===== src/rtl/rr_mux_arb_pkg.sv =====
// Shared constants and helpers for the round-robin / fixed-select mux arbiter.
// The saturating counter helper is used only when RR_MUX_ARB_STATS_EN is defined.
package rr_mux_arb_pkg;

  localparam logic MODE_FIXED = 1'b0;
  localparam logic MODE_RR    = 1'b1;
  localparam int   CNT_W      = 16;

  function automatic logic [CNT_W-1:0] sat_inc(input logic [CNT_W-1:0] v);
    return (&v) ? v : v + 1'b1;
  endfunction

endpackage


===== src/rtl/rr_arbiter.sv =====
// Combinational rotating-priority arbiter: searches ptr+1, ptr+2, ... mod N.
// No state; the pointer is owned by the parent. Grant is all-zero when en is low.
module rr_arbiter
  import rr_mux_arb_pkg::*;
#(
  parameter int N     = 4,
  parameter int SEL_W = $clog2(N)
) (
  input  logic [N-1:0]     req,
  input  logic [SEL_W-1:0] ptr,
  input  logic             en,
  output logic [N-1:0]     gnt,
  output logic [SEL_W-1:0] gnt_idx
);

  always_comb begin
    int k;
    logic found;
    gnt     = '0;
    gnt_idx = '0;
    found   = 1'b0;
    k       = 0;
    if (en) begin
      for (int i = 1; i <= N; i++) begin
        k = (int'(ptr) + i) % N;
        if (!found && req[k]) begin
          found   = 1'b1;
          gnt[k]  = 1'b1;
          gnt_idx = SEL_W'(k);
        end
      end
    end
  end

endmodule


===== src/rtl/rr_mux_arb.sv =====
// N-channel valid/ready selector, fixed-select or round-robin, one registered output stage (1 cycle, full rate).
// Stalls all inputs while the output beat is held unaccepted; RR_MUX_ARB_STATS_EN adds a handshake counter.
module rr_mux_arb
  import rr_mux_arb_pkg::*;
#(
  parameter int WIDTH = 8,
  parameter int N     = 4,
  parameter int SEL_W = $clog2(N)
) (
  input  logic               clk,
  input  logic               reset,
  input  logic [N-1:0]       in_valid_i,
  input  logic [N*WIDTH-1:0] in_data_i,
  output logic [N-1:0]       in_ready_o,
  input  logic [SEL_W-1:0]   sel_i,
  input  logic               mode_i,
  output logic               out_valid_o,
  output logic [WIDTH-1:0]   out_data_o,
  output logic [SEL_W-1:0]   out_ch_o,
  input  logic               out_ready_i
`ifdef RR_MUX_ARB_STATS_EN
  ,
  output logic [CNT_W-1:0]   xfer_cnt_o
`endif
);

  logic [SEL_W-1:0] ptr;
  logic             can_load;
  logic [N-1:0]     fixed_req;
  logic [N-1:0]     arb_req;
  logic [N-1:0]     gnt;
  logic [SEL_W-1:0] gnt_idx;
  logic             xfer;
  logic [WIDTH-1:0] gnt_dat;

  assign can_load = !out_valid_o || out_ready_i;

  // Fixed mode presents at most one request, so the rotating search simply finds it;
  // a sel_i outside 0..N-1 matches no channel and yields no grant.
  always_comb begin
    fixed_req = '0;
    for (int k = 0; k < N; k++) begin
      fixed_req[k] = in_valid_i[k] && (sel_i == SEL_W'(k));
    end
  end

  assign arb_req = (mode_i == MODE_RR) ? in_valid_i : fixed_req;

  rr_arbiter #(
    .N     (N),
    .SEL_W (SEL_W)
  ) u_arb (
    .req     (arb_req),
    .ptr     (ptr),
    .en      (can_load && !reset),
    .gnt     (gnt),
    .gnt_idx (gnt_idx)
  );

  // Grants are only issued to valid channels, so any grant is a transfer.
  assign in_ready_o = gnt;
  assign xfer       = |gnt;

  always_comb begin
    gnt_dat = '0;
    for (int k = 0; k < N; k++) begin
      if (gnt[k]) gnt_dat = in_data_i[k*WIDTH +: WIDTH];
    end
  end

  always_ff @(posedge clk) begin
    if (reset) begin
      out_valid_o <= 1'b0;
      out_data_o  <= '0;
      out_ch_o    <= '0;
      ptr         <= SEL_W'(N-1);
    end else if (xfer) begin
      out_valid_o <= 1'b1;
      out_data_o  <= gnt_dat;
      out_ch_o    <= gnt_idx;
      if (mode_i == MODE_RR) ptr <= gnt_idx;
    end else if (out_ready_i) begin
      out_valid_o <= 1'b0;
    end
  end

`ifdef RR_MUX_ARB_STATS_EN
  always_ff @(posedge clk) begin
    if (reset) begin
      xfer_cnt_o <= '0;
    end else if (out_valid_o && out_ready_i) begin
      xfer_cnt_o <= sat_inc(xfer_cnt_o);
    end
  end
`endif

endmodule


===== config.mk =====
export PLATFORM = sky130hd
export DESIGN_NAME = rr_mux_arb
export DESIGN_NICKNAME = d
export VERILOG_FILES = /design/src/rtl/rr_mux_arb_pkg.sv /design/src/rtl/rr_arbiter.sv /design/src/rtl/rr_mux_arb.sv
export SDC_FILE = /design/constraint.sdc
export NUM_CORES = 1
export LEC_CHECK = 0
export ABC_AREA = 1
export CAP_MARGIN = 20
export CORE_UTILIZATION = 50
export CTS_BUF_LIST = sky130_fd_sc_hd__clkbuf_4 sky130_fd_sc_hd__clkbuf_8
export DETAILED_ROUTE_END_ITERATION = 8
export PLACE_DENSITY = 0.95
export SYNTH_ARGS = -nofsm -noshare
export SYNTH_HDL_FRONTEND = slang
export SYNTH_SLANG_ARGS = --single-unit

===== constraint.sdc =====
create_clock -name clk -period 4.2 [get_ports clk]
set_clock_uncertainty 0.15 [all_clocks]
set_input_delay 0.84 -clock clk [delete_from_list [all_inputs] [get_ports clk]]
set_output_delay 0.84 -clock clk [all_outputs]
set_load 0.1 [all_outputs]

==> reports/results.txt <==
Rel. slew slack = 35.1%
flops & latches, synth = 13
syn_nets = 317
CTS clk-pin slew, worst paths = 80 ps
global-route wire length before repair = 6.96 mm
1st-iter DRT viols = 105
Post-Synthesis Cells = 267
async set-reset flop share out of synthesis = 0%
max_cap viols = 0
Synth Cell Area = 1570 µm²
post-cts resize count = 0
total track usage = 26.2%
Period Utilization, post-route = 93.8%
DP Worst Slack = 290 ps
Avg WL per Cell = 11.6 µm
Die ar. = 3370 µm²
post-synthesis sequential area ratio = 16.6%
leakage = 1.15 nW
Hold Path Origin = out_ch_o[1]$_SDFFE_PP0P_
Core Footprint = 2880 µm²
Num CTS Buffers = 3
Max Clock Freq = 0.254 GHz
RSZ-0062 raised after global routing = no
Crit Path Category = input pin to primary output
Synth warnings = 0
TritonCTS Sinks = 13
placed cell areas = 2200 µm²
Slew Limit Fails = 0
antenna violations before repair = 0
IO Port Bufs = 56
CP Cell Sequence = clkdlybuf4s50_1 > inv_2 > o21ai_1 > nand3_1 > nand2_1 > nand2_1 > nand2_2 > nand3_2 > nor2_1 > nor2_1 > nand2_2 > nand2_2 > inv_1 > buf_12
Slowest-stage cell, CP = clkdlybuf4s50_1
clock latency on the worst-skew pair = 290 ps
register area = 260 µm²
most common cell in the synthesized netlist = nand2_1
Area contributors post-synth = nand2_1 17%, dfxtp_1 17%, nand3_1 12%
Final Power = 1.73 mW
Vias = 1,844
worst path required time = 3210 ps
post-synth top area share = 17.0%
startpoint types = input pin
fin crit period = 3940 ps
failing checks = design-rule violations
hold_buf cts = 0
Hold Slack = 323 ps
post-CTS setup buffers = 0
Power per Cell Area = 778 nW/µm²
top cells by count, synth = 71 x nand2_1, 41 x inv_1, 37 x nand3_1
WP data arrival = 2950 ps
Placed Cells = 361
largest stage delay on the critical path = 530 ps
CP most frequent cell = nand2_2
area occupied by multi-input gates = 1100 µm²
antenna viol nets, final = 0
top_reg_cell synth = dfxtp_1
maximum VDD drop = 0.000447 V
drc violations = 5
worst setup margin = 261 ps
FP Rows = 19
CP Launch Point = mode_i
share of post-route cells with drive strength above 1 = 14.9%
Die W = 58.0 µm
Clock H-tree levels = 1
FF-to-FF Start = ptr[1]$_SDFFE_PP1P_
Inserted Diodes = 0
initial core utilization = 54.6%
largest net degree at the start of global routing = 20
total congestion overflow = 0
final non-filler cell total = 365
CTS tree = built
Area Overhead vs Synth = 42.0%
root buf cell = clkbuf_4
fill cell instance count of the final layout = 235
design area = 2230 µm²
Max clock buf depth = 2
Placer Congestion = 1.01
status = complete, but fails checks
Nets = 374
final setup vio count = 0
final core utilization = 77.5%
final WL = 4.24 mm
HPWL Detailed = 3.34 mm
via/cell ratio = 5.05
vias in the first global route = 1,669
final hold vios = 0
synth unique cells = 24
TritonRoute pass-1 iters = 7
synthesized area per cell = 5.88 µm²
worst-margin pin slew = 971 ps
die height = 58.0 µm
Tightest Hold Check Type = flop to flop
Post-synth EDFFs = 0
cell taking the most area after synthesis = nand2_1
Total Neg Setup Slack = 0 ps
# IOs = 57
critical path capture point type = primary output
worst-path maximum fanout = 11
cell families (layout without fill, tap and decap cells):
family,count (synthesis),in the layout,share of synthesized area [%]
and+or+nand+nor,167,167,53.2
adders and majority gates,8,8,6.37
buffers and inverters,53,109,13.5
AOI/OAI and AO/OA,26,26,10.3
DFF,13,13,16.6
registers in the layout, summed over array words and instances (netlist names):
register / cells
out_ch_o: 2
ptr: 2
out_valid_o: 1
out_data_o: 8
critical path, delay by kind of cell:
kind / cells / cell delay [ps]
AO/OA/AOI/OAI: 1 / 120
buffers and inverters: 4 / 930
AND/OR/NAND/NOR: 9 / 1040
final cells by class:
type                            instances  share of cell area (%)
Multi-Input combinational cell        201                    49.2
Clock inverter                          1                   0.224
Sequential cell                        13                    11.7
Tap cell                               42                    2.36
Timing Repair Buffer                   58                    27.6
Inverter                               47                    7.91
Clock buffer                            3                    1.01
final timing paths:
path,end,slack [ps],depth (start not counted)
worst max-delay path,in_ready_o[2],260,14
worst min-delay path,out_ch_o[1]$_SDFFE_PP0P_,320,2
worst max register to register,out_data_o[5]$_SDFFE_PP0P_,1210,16
worst min register to register,out_ch_o[1]$_SDFFE_PP0P_,320,2
cell usage in the layout, fill, tap and decap left out:
master / instances
nor2_8: 2
o21ai_1: 1
a21oi_2: 8
nor2_1: 27
buf_12: 4
clkbuf_4: 3
ha_1: 8
nand3_2: 7
inv_2: 6
nand4_1: 1
dfxtp_1: 13
nand2_1: 71
nand3b_1: 7
clkinv_2: 1
nor2_2: 1
a21oi_1: 6
nand2_2: 10
inv_1: 41
nand2_4: 3
o22ai_1: 1
nand3_1: 37
buf_4: 2
clkdlybuf4s50_1: 52
nor2_4: 1
o21ai_0: 10
where the power goes:
group / leakage [nW] / internal (mW) / total (mW) / switching (mW)
sequential: 0.107 / 0.180 / 0.213 / 0.0327
combinational: 1.03 / 0.410 / 1.44 / 1.03
clock: 0.0177 / 0.0355 / 0.0800 / 0.0445
total: 1.15 / 0.626 / 1.73 / 1.11
layer usage:
metal | track usage (%) | vias to the layer above | routed length (µm)
met3 | 4.24 | 9 | 299
met1 | 32.7 | 806 | 1800
met4 | 11.6 | 0 | 76
li1 | - | 948 | -
met5 | 0 | - | 0
met2 | 44.2 | 81 | 2060
(Power assumes the default switching activity.)
